### config.mk
export PLATFORM = sky130hd
export DESIGN_NAME = ax_rt_unit_rsp_tracker
export DESIGN_NICKNAME = d
export VERILOG_FILES = /design/src/rtl/axi_rt_pkg.sv /design/src/rtl/fifo_v3.sv /design/src/rtl/ax_rt_unit_rsp_tracker.sv
export SDC_FILE = /design/constraint.sdc
export NUM_CORES = 1
export LEC_CHECK = 0
export CORE_MARGIN = 2
export CORE_UTILIZATION = 57
export DETAILED_ROUTE_END_ITERATION = 8
export PLACE_DENSITY = 0.8
export SYNTH_ARGS = -nofsm -noshare
export SYNTH_HDL_FRONTEND = slang
export SYNTH_HIERARCHICAL = 1
export SYNTH_SLANG_ARGS = --single-unit
### constraint.sdc
create_clock -name clk_i -period 6 [get_ports clk_i]
set_clock_uncertainty 0.05 [all_clocks]
set_input_delay 1.2 -clock clk_i [delete_from_list [all_inputs] [get_ports clk_i]]
set_output_delay 1.2 -clock clk_i [all_outputs]
set_load 0.05 [all_outputs]
### src/rtl/axi_rt_pkg.sv
// Shared types for the AXI real-time unit: latency width and timestamp type.
package axi_rt_pkg;

    localparam int unsigned RtLatWidth          = 32;
    localparam int unsigned RtBytesWidthDefault = 32;

    typedef logic [RtLatWidth-1:0] rt_lat_t;

endpackage

### src/rtl/fifo_v3.sv
// Generic in-order FIFO with occupancy count; optional fall-through read path.
// Latency: 1 cycle push-to-visible (0 with FALL_THROUGH). Backpressure: full_o; a push while full is taken only alongside a pop.
module fifo_v3 #(
    parameter bit          FALL_THROUGH = 1'b0,
    parameter int unsigned DATA_WIDTH   = 32,
    parameter int unsigned DEPTH        = 8,
    parameter type         dtype        = logic [DATA_WIDTH-1:0],
    parameter int unsigned ADDR_DEPTH   = (DEPTH > 1) ? $clog2(DEPTH) : 1
) (
    input  logic                  clk_i,
    input  logic                  rst_ni,
    input  logic                  flush_i,
    output logic                  full_o,
    output logic                  empty_o,
    output logic [ADDR_DEPTH-1:0] usage_o,
    input  dtype                  data_i,
    input  logic                  push_i,
    output dtype                  data_o,
    input  logic                  pop_i
);

    localparam int unsigned FifoDepth = (DEPTH > 0) ? DEPTH : 1;

    logic [ADDR_DEPTH-1:0] rd_ptr_q, rd_ptr_d, wr_ptr_q, wr_ptr_d;
    logic [ADDR_DEPTH:0]   cnt_q, cnt_d;
    logic                  do_push, do_pop, ft_bypass;
    dtype                  mem_q [FifoDepth];

    function automatic logic [ADDR_DEPTH-1:0] ptr_inc(input logic [ADDR_DEPTH-1:0] p);
        return (p == ADDR_DEPTH'(FifoDepth - 1)) ? '0 : p + 1'b1;
    endfunction

    assign full_o    = (cnt_q == (ADDR_DEPTH+1)'(FifoDepth));
    assign empty_o   = (cnt_q == '0) && !(FALL_THROUGH && push_i);
    assign usage_o   = cnt_q[ADDR_DEPTH-1:0];
    assign data_o    = (FALL_THROUGH && (cnt_q == '0)) ? data_i : mem_q[rd_ptr_q];

    // A fall-through push+pop on an empty FIFO passes straight through.
    assign ft_bypass = FALL_THROUGH && (cnt_q == '0) && push_i && pop_i;
    assign do_pop    = pop_i && (cnt_q != '0);
    assign do_push   = push_i && (!full_o || do_pop) && !ft_bypass;

    always_comb begin
        rd_ptr_d = rd_ptr_q;
        wr_ptr_d = wr_ptr_q;
        cnt_d    = cnt_q;
        if (flush_i) begin
            rd_ptr_d = '0;
            wr_ptr_d = '0;
            cnt_d    = '0;
        end else begin
            if (do_push) wr_ptr_d = ptr_inc(wr_ptr_q);
            if (do_pop)  rd_ptr_d = ptr_inc(rd_ptr_q);
            if (do_push && !do_pop)      cnt_d = cnt_q + 1'b1;
            else if (!do_push && do_pop) cnt_d = cnt_q - 1'b1;
        end
    end

    always_ff @(posedge clk_i or negedge rst_ni) begin
        if (!rst_ni) begin
            rd_ptr_q <= '0;
            wr_ptr_q <= '0;
            cnt_q    <= '0;
        end else begin
            rd_ptr_q <= rd_ptr_d;
            wr_ptr_q <= wr_ptr_d;
            cnt_q    <= cnt_d;
        end
    end

    always_ff @(posedge clk_i) begin
        if (do_push && !flush_i) mem_q[wr_ptr_q] <= data_i;
    end

endmodule

### src/rtl/ax_rt_unit_rsp_tracker.sv
// Tracks outstanding AXI transactions: pending count, bytes in flight, sticky error, worst latency (AXI_RT_RSP_LATENCY_EN).
// Latency: counters update 1 cycle after push/pop; limit_reached_o is combinational from max_pending_i.
// Backpressure: none applied; limit_reached_o is advisory, pushes into full storage are dropped and flagged.
module ax_rt_unit_rsp_tracker
    import axi_rt_pkg::*;
#(
    parameter int unsigned MaxPending = 32'd8,
    parameter int unsigned BytesWidth = 32'd32,
    parameter type         ax_bytes_t = logic,
    parameter type         pend_t     = logic [$clog2(MaxPending+1)-1:0]
) (
    input  logic                  clk_i,
    input  logic                  rst_ni,
    input  logic                  enable_i,
    input  ax_bytes_t             ax_bytes_i,
    input  logic                  ax_happening_i,
    input  logic                  rsp_done_i,
    input  pend_t                 max_pending_i,
    input  logic                  clear_i,
    output pend_t                 pending_o,
    output logic [BytesWidth-1:0] bytes_in_flight_o,
    output logic                  limit_reached_o,
    output logic                  error_o,
    output logic [RtLatWidth-1:0] max_latency_o
);

    localparam int unsigned AddrW = (MaxPending > 1) ? $clog2(MaxPending) : 1;

    typedef logic [BytesWidth-1:0] bytes_t;

`ifdef AXI_RT_RSP_LATENCY_EN
    typedef struct packed {
        rt_lat_t stamp;
        bytes_t  bytes;
    } entry_t;
`else
    typedef struct packed {
        bytes_t  bytes;
    } entry_t;
`endif

    logic             push_req, pop_req, push, pop;
    logic             full, empty;
    logic [AddrW-1:0] usage;
    entry_t           wr_entry, rd_entry;
    bytes_t           bytes_q, bytes_d;
    logic             err_q, err_d;
    logic [BytesWidth+1:0] bytes_sum;

    assign push_req = enable_i && ax_happening_i && !clear_i;
    assign pop_req  = enable_i && rsp_done_i && !clear_i;
    assign pop      = pop_req && !empty;
    // A full FIFO still accepts a push when the oldest entry leaves in the same cycle.
    assign push     = push_req && (!full || pop);

    assign wr_entry.bytes = bytes_t'(ax_bytes_i);

    fifo_v3 #(
        .FALL_THROUGH (1'b0),
        .DATA_WIDTH   ($bits(entry_t)),
        .DEPTH        (MaxPending),
        .dtype        (entry_t)
    ) u_fifo (
        .clk_i   (clk_i),
        .rst_ni  (rst_ni),
        .flush_i (clear_i),
        .full_o  (full),
        .empty_o (empty),
        .usage_o (usage),
        .data_i  (wr_entry),
        .push_i  (push),
        .data_o  (rd_entry),
        .pop_i   (pop)
    );

    assign pending_o       = full ? pend_t'(MaxPending) : pend_t'(usage);
    assign limit_reached_o = (pending_o >= max_pending_i) || full;

    always_comb begin
        bytes_d   = bytes_q;
        err_d     = err_q;
        bytes_sum = {2'b00, bytes_q}
                  + (push ? {2'b00, wr_entry.bytes} : '0)
                  - (pop  ? {2'b00, rd_entry.bytes} : '0);
        if (clear_i) begin
            bytes_d = '0;
            err_d   = 1'b0;
        end else begin
            // Negative only after an earlier saturation lost track of the true sum.
            if (bytes_sum[BytesWidth+1]) begin
                bytes_d = '0;
            end else if (bytes_sum[BytesWidth]) begin
                bytes_d = '1;
                err_d   = 1'b1;
            end else begin
                bytes_d = bytes_sum[BytesWidth-1:0];
            end
            if ((push_req && !push) || (pop_req && empty)) err_d = 1'b1;
        end
    end

    always_ff @(posedge clk_i or negedge rst_ni) begin
        if (!rst_ni) begin
            bytes_q <= '0;
            err_q   <= 1'b0;
        end else begin
            bytes_q <= bytes_d;
            err_q   <= err_d;
        end
    end

    assign bytes_in_flight_o = bytes_q;
    assign error_o           = err_q;

`ifdef AXI_RT_RSP_LATENCY_EN
    rt_lat_t now_q, now_d, max_lat_q, max_lat_d, lat;

    assign wr_entry.stamp = now_q;
    assign lat            = now_q - rd_entry.stamp;

    always_comb begin
        now_d     = now_q + 1'b1;
        max_lat_d = max_lat_q;
        if (clear_i)                        max_lat_d = '0;
        else if (pop && (lat > max_lat_q))  max_lat_d = lat;
    end

    always_ff @(posedge clk_i or negedge rst_ni) begin
        if (!rst_ni) begin
            now_q     <= '0;
            max_lat_q <= '0;
        end else begin
            now_q     <= now_d;
            max_lat_q <= max_lat_d;
        end
    end

    assign max_latency_o = max_lat_q;
`else
    assign max_latency_o = '0;
`endif

endmodule

; ---- Word level (Yosys, flattened, before mapping)
; Memory sizes are Yosys's and may differ from the RTL's.
; Cells that the tools add are included.
[totals]
memories = 1
rom_bits = 0
ff_bits = 43
mem_bits_rw = 8
out_inout_bits = 70
latchBits = 0
[memory_table]
columns = memory, depth, width, rd, rd_clocked_by_memory_dff, wr, line
row1 = u_fifo.mem_q, 8, 1, 1, 0, 1, fifo_v3.sv:27  ; dtype mem_q [FifoDepth];
[classes]
n_reduce_logical = 30
mul = 0
order_cmp = 1
add_sub_neg = 6
shift = 0
div_mod_pow = 0
eq_ne = 4
mux = 21
n_bitwise = 0
[op_table]
columns = cell, count
row1 = two-way mux 32 bit, 4
row2 = subtractor 33 x 32 -> 34 bit, 1
row3 = adder 32 x 1 -> 33 bit, 1
row4 = two-way mux 3 bit, 6
row5 = two-way mux 4 bit, 4
row6 = logical AND 1 bit, 13
row7 = two-way mux 1 bit, 7
row8 = "adder 3 x 1 -> 3 bit, second input constant", 2
row9 = "equality test 3 bit, second input constant", 2
row10 = logical NOT 1 bit, 6
row11 = nonzero test 3 bit, 2
row12 = "adder 4 x 1 -> 4 bit, second input constant", 1
row13 = "equality test 4 bit, second input constant", 1
row14 = >= comparator 4 bit, 1
row15 = logical NOT 4 bit, 1
row16 = logical OR 1 bit, 4
row17 = nonzero test 2 bit, 2
row18 = nonzero test 4 bit, 1
row19 = "subtractor 4 x 1 -> 4 bit, second input constant", 1
row20 = "!= test 3 x 2 -> 1 bit, second input constant", 1
row21 = AND reduction 2 bit, 1

; ---- Depth between registers and ports, before layout
; Gate-level depths: netlist (run 1).
[logic_depth]
depth_word = 12
mapped_depth = 21
depth_no_buf = 18

; ---- Cells and area by module
; The synthesis (run 1) kept the hierarchy.
[by_module_without_submodules]
columns = mod, seq_area_each_um2, cells_each, n_inst, area_per_inst_um2
row1 = fifo_v3, 7937.6, 460, 1, 10396.2
row2 = ax_rt_unit_rsp_tracker, 825.8, 470, 1, 3972.6

; ---- Least setup slack after synthesis (run 1)
; No wires, ideal clock.
[synth_path]
kind = in2reg
start = input clear_i
end = memory u_fifo/mem_q[0][0] (netlist name) (enable)
cell_stages = 6
setup_time_ps = 513
t_arrival_ps = 5752
path_slack_ps = -315
cell_sequence = nor4bb_1 -> clkbuf_1 -> clkbuf_1 -> nand2b_1 -> o21ai_4 -> nor4b_1
[synth_between]
elab_chain_len = 9
elab_cells_between_ends = 12
[synth_lines]
columns = element, line
row1 = from (decl), ax_rt_unit_rsp_tracker.sv:19  ; input logic clear_i,
row2 = logical NOT 1 bit (*), ax_rt_unit_rsp_tracker.sv:51  ; assign pop_req = enable_i && rsp_done_i && !clear_i;
row3 = logical AND 1 bit (*), ax_rt_unit_rsp_tracker.sv:51
row4 = logical AND 1 bit (*), ax_rt_unit_rsp_tracker.sv:52  ; assign pop = pop_req && !empty;
row5 = named net pop, ax_rt_unit_rsp_tracker.sv:42  ; logic push_req, pop_req, push, pop;
row6 = logical OR 1 bit / logical AND 1 bit (equally long branches), "ax_rt_unit_rsp_tracker.sv:54, fifo_v3.sv:40"
row7 = logical AND 1 bit / logical OR 1 bit (equally long branches), "ax_rt_unit_rsp_tracker.sv:54, fifo_v3.sv:41"
row8 = logical AND 1 bit (*), fifo_v3.sv:41  ; assign do_push = push_i && (!full_o || do_pop) && !ft_bypass;
row9 = logical AND 1 bit (*), fifo_v3.sv:72  ; if (do_push && !flush_i) mem_q[wr_ptr_q] <= data_i;
row10 = two-way mux 1 bit (*), fifo_v3.sv:72
row11 = two-way mux 1 bit (not written as such) (*), fifo_v3.sv:72
row12 = to (decl), fifo_v3.sv:27
; Mark *: on every way through the listed nets, which the timed path passes. The rest lies on a longest branch.

; ---- Final worst setup path (run 1)
[layout_path]
start = register u_fifo.rd_ptr_q[0]
end = register bytes_q[31], in the netlist bytes_in_flight_o[31]
[layout_between]
elab_chain_len = 6
[layout_lines]
columns = element, line
row1 = from (decl), fifo_v3.sv:24  ; logic [ADDR_DEPTH-1:0] rd_ptr_q, rd_ptr_d, wr_ptr_q, wr_ptr_d;
row2 = from (signal assigned), fifo_v3.sv:65  ; rd_ptr_q <= rd_ptr_d;
row3 = memory read (8 x 1 bit) (*), --
row4 = two-way mux 32 bit (*), ax_rt_unit_rsp_tracker.sv:84  ; - (pop ? {2'b00, rd_entry.bytes} : '0);
row5 = subtractor 33 x 32 -> 34 bit (*), ax_rt_unit_rsp_tracker.sv:84
row6 = two-way mux 32 bit, ax_rt_unit_rsp_tracker.sv:92  ; end else if (bytes_sum[BytesWidth]) begin
row7 = two-way mux 32 bit (*), ax_rt_unit_rsp_tracker.sv:90  ; if (bytes_sum[BytesWidth+1]) begin
row8 = two-way mux 32 bit (*), ax_rt_unit_rsp_tracker.sv:85  ; if (clear_i) begin
row9 = named net bytes_d[31], ax_rt_unit_rsp_tracker.sv:46  ; bytes_t bytes_q, bytes_d;
row10 = to (signal assigned), ax_rt_unit_rsp_tracker.sv:107  ; bytes_q <= bytes_d;
row11 = to (decl), ax_rt_unit_rsp_tracker.sv:46
; Marks and branches as above.
; A chain may end at the register's enable or synchronous reset.

==> results of run 1 <==
==> power groups by stage <==
stage / logic, uW / registers (uW) / clock network (uW)
2_1_floorplan: 1900 / 2700 / 0
4_1_cts: 2740 / 2450 / 2010
3_3_place_gp: 2680 / 2490 / 0
6_report: 2760 / 2440 / 1970
5_1_grt: 3050 / 2450 / 2090
3_5_place_dp: 2710 / 2490 / 0
==> layer usage <==
metal  GRT usage, %  part of all wire (%)  vias up  wire [microns]
met5              0                     0        -               0
met4           7.28                   2.7        0             768
met3           3.85                   7.0       53            2020
met2           38.8                    50      279           14200
met1           30.3                    41     4083           11700
li1               -                     -     3894               -
==> area by class of cell <==
class	instances	area [sq um]	area share, %
flip-flops and latches	299	8770	51.2
multi-input cells	809	6140	35.9
clock buffers	38	822	4.80
repair buffers	67	656	3.83
well taps	330	413	2.41
clock inverters	19	236	1.38
inverters	21	78.8	0.460
==> sequential cells by signal, indices dropped and copies added, names as in the netlist <==
| signal | flops |
|---|---|
| u_fifo/mem_q | 256 |
| bytes_in_flight_o | 32 |
| u_fifo/cnt_q | 4 |
| u_fifo/rd_ptr_q | 3 |
| u_fifo/wr_ptr_q | 3 |
| error_o | 1 |
==> how the worst min path moves through the flow <==
stage	to	cells past startpoint
6_report	u_fifo/wr_ptr_q[0]$_DFFE_PN0P_	2
5_1_grt	u_fifo/wr_ptr_q[0]$_DFFE_PN0P_	2
4_1_cts	u_fifo/wr_ptr_q[0]$_DFFE_PN0P_	2
3_5_place_dp	u_fifo/wr_ptr_q[0]$_DFFE_PN0P_	2
3_3_place_gp	u_fifo/wr_ptr_q[0]$_DFFE_PN0P_	2
2_1_floorplan	u_fifo/wr_ptr_q[0]$_DFFE_PN0P_	2
==> kinds of logic after synthesis <==
kind of cell	count (synthesis)	synth area share (%)
compound gates	162	7.85
xor+xnor	30	1.83
simple gates	162	5.53
mux	98	12.8
flops	299	61.0
fa+ha+maj	77	6.86
other cells	1	0.0261
buf+inv	101	4.16
==> critical path: cells and delay by family, from the launching register on <==
family | cells | cell delay (ns)
mux | 2 | 0.90
xor+xnor | 1 | 0.18
buf+inv | 2 | 0.56
fa+ha+maj | 2 | 0.70
compound gates | 4 | 0.69
simple gates | 4 | 1.00
flops | 1 | 0.86
==> through the flow <==
step | setup WS (ns) | utilization (%) | hold slack [ns] | total power [uW] | area [sq um]
after floorplan | 0.850 | - | 0.531 | 4600 | 15400
after global placement | 0.587 | 64.3 | 0.590 | 5170 | 16100
after detailed placement | 0.422 | 64.3 | 0.603 | 5200 | 16100
after CTS | 0.892 | 68.6 | 0.609 | 7200 | 17100
after global routing | 0.586 | 68.6 | 0.651 | 7590 | 17100
final | 0.917 | 68.6 | 0.606 | 7180 | 17100
==> cells in the final DEF, fill, tap and decap left out, drive strengths merged, types with 5 or more instances in the layout <==
master	netlist	final
inv	21	24
nand3	8	8
mux4	64	64
nand2	69	69
conb	1	280
a31oi	8	8
xnor2	20	20
nor3	11	11
clkdlybuf4s50	0	47
clkbuf	13	38
ha	74	74
and3	5	5
xor2	10	10
clkinv	0	9
nand2b	7	7
nand4	6	6
o21bai	5	5
nor2	26	26
nor2b	6	6
a211oi	10	10
buf	67	20
bufinv	0	5
a21oi	47	47
edfxtp	256	256
o21a	29	29
o21ai	24	24
a21o	20	20
dfrtp	43	43
or3	7	7
mux2	32	32
==> impl_metrics.json, run 1 <==
{
  "area_delta_synth_final_pct": 19.1,
  "ys_warn_count": 6,
  "rsz0062_at_grt": "false",
  "grt-ovfl-total": 0,
  "grt_max_degree": 55,
  "die_h_microns": 163,
  "yosysMostFrequentCell": "edfxtp_1",
  "track_usage_pct": 22.8,
  "synthTopCellsByArea": "edfxtp_1 (54%), mux4_2 (9.6%), dfrtp_1 (7.5%)",
  "drv_cap": 0,
  "clkPwrFrac_pct": 27.5,
  "ff2ff_path_depth": 15,
  "numPortBuffers": 48,
  "synth_area_sq_um": 14400,
  "period_needed_ns": 5.08,
  "routedWlPerCell_microns": 18.1,
  "cts_made_buffers": 31,
  "leakage_uw": 0.00655,
  "synth_edf_count": 256,
  "reg2reg_slack_ns": 0.92,
  "max_stage_delay_ns": 0.86,
  "netlist_instances": 930,
  "internal_power_uw": 4620,
  "finalCritPeriodShare_pct": 84.7,
  "ys_top_cells_by_count": "edfxtp_1 (256), ha_1 (74), nand2_1 (69)",
  "criticalPathCategory": "register to register",
  "die_w_microns": 163,
  "drv_slew": 0,
  "hp-class": "register to register",
  "wl_microns": 28700,
  "drc": 0,
  "viasPerCell": 5.25,
  "postCtsSetupBuffers": 0,
  "critPathLaunchType": "register",
  "worstHoldStart": "u_fifo/wr_ptr_q[0]$_DFFE_PN0P_",
  "clockBufferDepth": 3,
  "critPathCapture": "bytes_in_flight_o[31]$_DFF_PN0_",
  "p_seq_share_pct": 34.1,
  "clock_sinks": 299,
  "worst_pin_slew_ns": 0.868,
  "gp_congestion": 0.837,
  "slew_headroom_pct": 41.9,
  "crit_path_start": "u_fifo/rd_ptr_q[0]$_DFFE_PN0P_",
  "drtIter0Drc": 555,
  "timing.rr.end": "bytes_in_flight_o[31]$_DFF_PN0_",
  "firstDrtPassIters": 5,
  "place_hpwl_microns": 18200,
  "start_util_pct": 57.6,
  "hold_viol": 0,
  "ctsResizeCount": 0,
  "dieArea_sq_um": 26500,
  "pwr-share-comb_pct": 38.5,
  "core_sq_um": 25000,
  "clk_latency_ns": 0.56,
  "vias": 8309,
  "grt_pass1_vias": 8665,
  "path_cells": "buf_12, mux4_1, mux2_2, nand2_1, ha_1, ha_1, nand4_1, nor4b_1, nand2_1, a21oi_1, a211oi_2, xor2_2, buf_4, a21bo_1, a21oi_1",
  "max_freq_ghz": 0.197,
  "drive_gt1_share_pct": 15.3,
  "synth.avg_cell_area_sq_um": 15.5,
  "ys_dominant_reg_cell": "edfxtp_1",
  "synth-seq-cells": 299,
  "cp-end-kind": "register",
  "power.density_nw_per_um2": 419,
  "worstPathArrival_ns": 5.50,
  "ioPinCount": 81,
  "ys_seq_area_share_pct": 61.0,
  "reg2reg_from": "u_fifo/rd_ptr_q[0]$_DFFE_PN0P_",
  "n_fill_cell": 1675,
  "clk_pin_slew_ns": 0.06,
  "grt_pass1_wl_microns": 46000,
  "synthArstFlopShare_pct": 14.4,
  "vdd.ir_drop.worst_v": 0.000391,
  "rows": 58,
  "p_sw_share_pct": 35.7,
  "cp_slowest_cell": "dfrtp_4",
  "fin_nets": 1317,
  "power_switching_uw": 2560,
  "cts_max_level": 1,
  "path_max_fanout": 34,
  "synth_top_area_share_pct": 53.5,
  "synth_cell_types": 67,
  "final-setup-viol-count": 0,
  "instances_no_fill": 1583,
  "antenna_found_initial": 0,
  "status": "completed",
  "synth.largest_area_cell": "edfxtp_1",
  "postRouteAntennaNets": 0,
  "diodes": 0,
  "cts_tree": "built",
  "ctsHoldBuffers": 0,
  "dp.cells": 1526,
  "worstPathRequired_ns": 6.41,
  "cts-root-buf": "clkbuf_16",
  "setup_tns_ns": 0
}
Note: power is estimated with default switching activity, not from simulation.
==> run 2, diff against run 1 <==
- clock period: 6 -> 4.35 ns (I/O delays scaled with it)
==> impl_metrics.json, run 2 (synthesis gave the netlist of run 1 again) <==
{
  "status": "completed",
  "grt-busiest-layer": "met2",
  "vias": 9204,
  "ff2ff_path_depth": 17,
  "max_freq_ghz": 0.231,
  "postRouteAntennaNets": 0,
  "cts_max_level": 1,
  "die_h_microns": 163,
  "worstPathArrival_ns": 4.73,
  "clock_sinks": 299,
  "grt_use_met1_pct": 32.0,
  "vdd.ir_drop.worst_v": 0.000439,
  "hold-worst-slack_ns": 0.307,
  "layout_common_cells": "conb_1 (280), edfxtp_1 (256), buf_4 (127)",
  "path_buf_inv": 4,
  "clk_latency_ns": 0.57,
  "critPathLaunchType": "register",
  "grt_pass1_vias": 9262,
  "cpMostUsedCell": "buf_4",
  "viasPerCell": 5.35,
  "fin_nets": 1454,
  "cp-end-kind": "register",
  "cts_made_buffers": 31,
  "drv_slew": 0,
  "leakage_uw": 0.00729,
  "place_hpwl_microns": 20000,
  "timing.rr.end": "bytes_in_flight_o[13]$_DFF_PN0_",
  "power.density_nw_per_um2": 609,
  "gp_congestion": 0.882,
  "diodes": 0,
  "dieArea_sq_um": 26500,
  "rows": 58,
  "clk_pin_slew_ns": 0.07,
  "reg2reg_slack_ns": 0.02,
  "hold_viol": 0,
  "cp_slowest_cell": "mux4_1",
  "slew_headroom_pct": 38.6,
  "use_met3_pct": 3.97,
  "max_stage_delay_ns": 0.53,
  "worst_pin_slew_ns": 0.917,
  "rsz0062_at_grt": "true",
  "layout_commonest_cell": "conb_1",
  "drive_gt1_share_pct": 26.2,
  "regMostFlops": "u_fifo/mem_q",
  "grt-ovfl-total": 0,
  "core_sq_um": 25000,
  "ioPinCount": 81,
  "routedWlPerCell_microns": 19.8,
  "die_w_microns": 163,
  "period_needed_ns": 4.33,
  "start_util_pct": 57.6,
  "largest_register_ffs": 256,
  "firstDrtPassIters": 5,
  "final-setup-viol-count": 0,
  "cts-root-buf": "clkbuf_16",
  "clockBufferDepth": 3,
  "numPortBuffers": 48,
  "path_max_fanout": 7,
  "setup_tns_ns": 0,
  "drtIter0Drc": 809,
  "area_delta_synth_final_pct": 29.7,
  "criticalPathCategory": "register to register",
  "cts_tree": "built",
  "n_fill_cell": 1511,
  "drv_cap": 0,
  "grt_max_degree": 53,
  "grt_pass1_wl_microns": 49400,
  "path_cells": "clkbuf_16, buf_4, mux4_1, mux2_2, nand2_1, ha_4, ha_1, a21oi_1, nand4b_1, buf_4, buf_4, a211oi_1, o21ai_1, nand2b_1, a221oi_1, xnor2_1, o21a_1",
  "drc": 0,
  "antenna_found_initial": 0,
  "finalCritPeriodShare_pct": 99.6,
  "hp-class": "input pin to asynchronous set/reset pin",
  "reg2reg_from": "u_fifo/rd_ptr_q[0]$_DFFE_PN0P_",
  "worstPathRequired_ns": 4.75,
  "wl_microns": 34100,
  "finalWorstSetupSlack_ns": 0.0189,
  "use_met2_pct": 42.6,
  "track_usage_pct": 24.6,
  "crit_family": "compound AO/OA/AOI/OAI gates",
  "dp_slack_ns": -0.673
}
run 2: cell count changes in the layout (fill, tap and decap cells not counted), sizes merged:
cell and delta:
buf +133, clkbuf +3, clkdlybuf4s50 -4, dlygate4sd2 +1
dlymetal6s2s +3, bufinv -4, clkinv +7, inv -2
run 2: report_power, final:
group / internal (uW) / switching (uW)
combinational: 2570 / 2970
sequential: 3250 / 131
clock: 1360 / 1070
run 2: timing repair:
| item | 4_1_cts | 5_1_grt |
|---|---|---|
| hold buffers | 0 | 0 |
| setup endpoints to repair | 33 | 34 |
| buffers inserted | 0 | 16 |
| pin swaps | 6 | 14 |
| resized for setup | 9 | 58 |
| gates cloned | 0 | 5 |
run 2: cell type report:
| type | instances | area, sq um | share of cell area (%) |
|---|---|---|---|
| clock buffers | 37 | 798 | 4.28 |
| well taps | 330 | 413 | 2.22 |
| repair buffers | 204 | 1950 | 10.5 |
| multi-input cells | 809 | 6500 | 34.9 |
| inverters | 21 | 78.8 | 0.423 |
| clock inverters | 20 | 128 | 0.685 |
| flip-flops and latches | 299 | 8770 | 47.1 |
run 2: worst max-delay path by stage:
stage | cells after the start | start | to | slack [ns]
2_1_floorplan | 6 | clear_i | u_fifo/mem_q[1][0]$_DFFE_PP_ | -0.47
3_3_place_gp | 17 | clear_i | bytes_in_flight_o[31]$_DFF_PN0_ | -0.59
3_5_place_dp | 17 | clear_i | bytes_in_flight_o[31]$_DFF_PN0_ | -0.67
4_1_cts | 16 | rsp_done_i | bytes_in_flight_o[16]$_DFF_PN0_ | 0.01
5_1_grt | 19 | u_fifo/cnt_q[1]$_DFFE_PN0P_ | bytes_in_flight_o[18]$_DFF_PN0_ | -0.15
6_report | 17 | u_fifo/rd_ptr_q[0]$_DFFE_PN0P_ | bytes_in_flight_o[13]$_DFF_PN0_ | 0.02
run 2: metrics by stage:
step	instances	util (%)	power, uW	area (sq um)
global placement	1642	68.4	8040	17100
floorplan	1209	-	6350	15400
CTS	1699	72.2	10600	18000
finish	1720	74.6	11300	18600
global route	1720	74.6	11900	18600
detailed placement	1642	68.4	8140	17100
run 2: layer usage:
layer | part of all wire, % | wire length [microns] | vias up
met4 | 2.8 | 957 | 0
met3 | 6.4 | 2180 | 78
li1 | - | - | 4158
met1 | 40 | 13500 | 4609
met2 | 51 | 17400 | 359
met5 | 0 | 0 | -
==> run 3, diff against run 2 <==
- CORE_UTILIZATION: 57 -> 49
- PLACE_DENSITY: 0.8 -> 0.78
- SYNTH_HIERARCHICAL: 1 -> default
==> impl_metrics.json, run 3 <==
{
  "firstDrtPassIters": 4,
  "largest_register_ffs": 32,
  "synth-seq-cells": 51,
  "ys_dominant_reg_cell": "dfrtp_1",
  "finalCritPeriodShare_pct": 93.2,
  "synth_area_sq_um": 4480,
  "hold_viol": 0,
  "drv_slew": 0,
  "ioPinCount": 81,
  "routedWlPerCell_microns": 14.0,
  "synth_edf_count": 8,
  "clockBufferDepth": 2,
  "dieArea_sq_um": 9910,
  "numPortBuffers": 48,
  "max_freq_ghz": 0.247,
  "n_fill_cell": 790,
  "drtIter0Drc": 102,
  "dp_slack_ns": -0.240,
  "rows": 34,
  "grt_pass1_vias": 3408,
  "cts_max_level": 2,
  "antenna_found_initial": 0,
  "slew_headroom_pct": 33.5,
  "synth_cell_types": 60,
  "fin_nets": 602,
  "area_delta_synth_final_pct": 13.9,
  "drv_cap": 0,
  "synth.largest_area_cell": "dfrtp_1",
  "core_sq_um": 8810,
  "synth_top_area_share_pct": 24.0,
  "multiInputGateArea_sq_um": 2760,
  "start_util_pct": 50.8,
  "clock_sinks": 51,
  "drive_gt1_share_pct": 13.2,
  "layout_common_cells": "inv_1 (47), clkdlybuf4s50_1 (47), ha_1 (44)",
  "drc": 0,
  "worst_pin_slew_ns": 0.998,
  "vias": 3540,
  "place_hpwl_microns": 7010,
  "die_w_microns": 99.6,
  "postRouteAntennaNets": 0,
  "cts_tree": "built",
  "track_usage_pct": 18.8,
  "wl_microns": 9160,
  "yosysMostFrequentCell": "inv_1",
  "grt_max_degree": 44,
  "ys_seq_area_share_pct": 29.4,
  "rsz0062_at_grt": "false",
  "die_h_microns": 99.6,
  "worstPathRequired_ns": 4.48,
  "synth.avg_cell_area_sq_um": 8.95,
  "ys_warn_count": 0,
  "synthTopCellsByArea": "dfrtp_1 (24%), ha_1 (12%), a21oi_2 (5.9%)",
  "criticalPathCategory": "input pin to register",
  "synthArstFlopShare_pct": 84.3,
  "final-setup-viol-count": 0,
  "finalWorstSetupSlack_ns": 0.297,
  "clk_pin_slew_ns": 0.11,
  "path_max_fanout": 13,
  "netlist_instances": 500,
  "viasPerCell": 5.41,
  "cts-root-buf": "clkbuf_8",
  "status": "completed",
  "hp-class": "register to register",
  "final_core_util_pct": 57.9,
  "ys_top_cells_by_count": "inv_1 (47), ha_1 (44), dfrtp_1 (43)",
  "grt-ovfl-total": 0,
  "period_needed_ns": 4.05,
  "seq_area_sq_um": 1320,
  "diodes": 0,
  "clk_latency_ns": 0.32,
  "postCtsSetupBuffers": 0,
  "worstPathArrival_ns": 4.18,
  "grt_pass1_wl_microns": 15700,
  "cts_made_buffers": 5,
  "critPathLaunchType": "input pin",
  "cp-end-kind": "register",
  "gp_congestion": 0.926
}
-- run 3: per-stage QoR --
stage / hold slack (ns) / std cells / TNS (ns) / cell area [sq um]
5_1_grt: 0.554 / 654 / 0 / 5100
6_report: 0.528 / 654 / 0 / 5100
3_3_place_gp: 0.489 / 646 / -3.31 / 4950
3_5_place_dp: 0.497 / 646 / -7.08 / 4950
4_1_cts: 0.523 / 654 / 0 / 5050
2_1_floorplan: 0.476 / 531 / 0 / 4590
-- run 3: critical path: stages --
cell	delay, ns
clkdlybuf4s50_1	0.50
nor2b_4	0.16
o211ai_2	0.10
inv_1	0.08
nand2_1	0.06
ha_1	0.27
inv_1	0.06
ha_1	0.16
inv_1	0.06
fa_1	0.37
nand2b_1	0.18
a21oi_2	0.21
o2111ai_4	0.18
a211oi_2	0.23
a21oi_1	0.10
o21ai_2	0.11
xnor2_4	0.20
buf_12	0.20
a21oi_1	0.07
-- run 3: cell families after synthesis --
group           synth area share [%]
fa+ha+maj                       13.2
simple gates                    12.5
flops                           29.4
buf+inv                         12.7
other cells                   0.0838
compound gates                  23.8
xor+xnor                        6.68
mux                             1.68
-- run 3: what timing repair did --
item | CTS | global route
endpoints found under the setup margin | 0 | 33
hold buffers | 0 | 0
resized for setup | 0 | 9
hold endpoints to repair | 0 | 0
-- run 3: final cells by class --
class,instances,area share [%]
Clock buffer,5,1.35
Clock inverter,3,0.516
Inverter,47,3.46
Multi-Input combinational cell,378,54.1
Sequential cell,51,25.8
Tap cell,108,2.65
Timing Repair Buffer,62,12.1
-- run 3: routing by layer --
layer / routed length [microns] / vias up / GRT usage (%) / part of all wire [%]
met2: 4580 / 78 / 32.4 / 50
met3: 308 / 4 / 2.25 / 3.4
met4: 50 / 0 / 3.79 / 0.55
met5: 0 / - / 0 / 0
met1: 4220 / 1690 / 25.6 / 46
li1: - / 1768 / - / -
-- run 3: final timing paths --
path / startpoint / cells after the start / endpoint / slack, ns
min reg2reg: error_o$_DFFE_PN0P_ / 2 / error_o$_DFFE_PN0P_ / 0.53
max in group asynchronous: rst_ni / 1 / bytes_in_flight_o[3]$_DFF_PN0_ / 2.97
min: error_o$_DFFE_PN0P_ / 2 / error_o$_DFFE_PN0P_ / 0.53
max: enable_i / 19 / bytes_in_flight_o[0]$_DFF_PN0_ / 0.30
min in group asynchronous: rst_ni / 1 / bytes_in_flight_o[24]$_DFF_PN0_ / 0.67
max reg2reg: u_fifo.cnt_q[1]$_DFFE_PN0P_ / 17 / bytes_in_flight_o[27]$_DFF_PN0_ / 0.46
Power of run 3 is left out: the tool's default activity adds up to more than one toggle a clock period on the data nets, which glitch-free logic cannot reach.
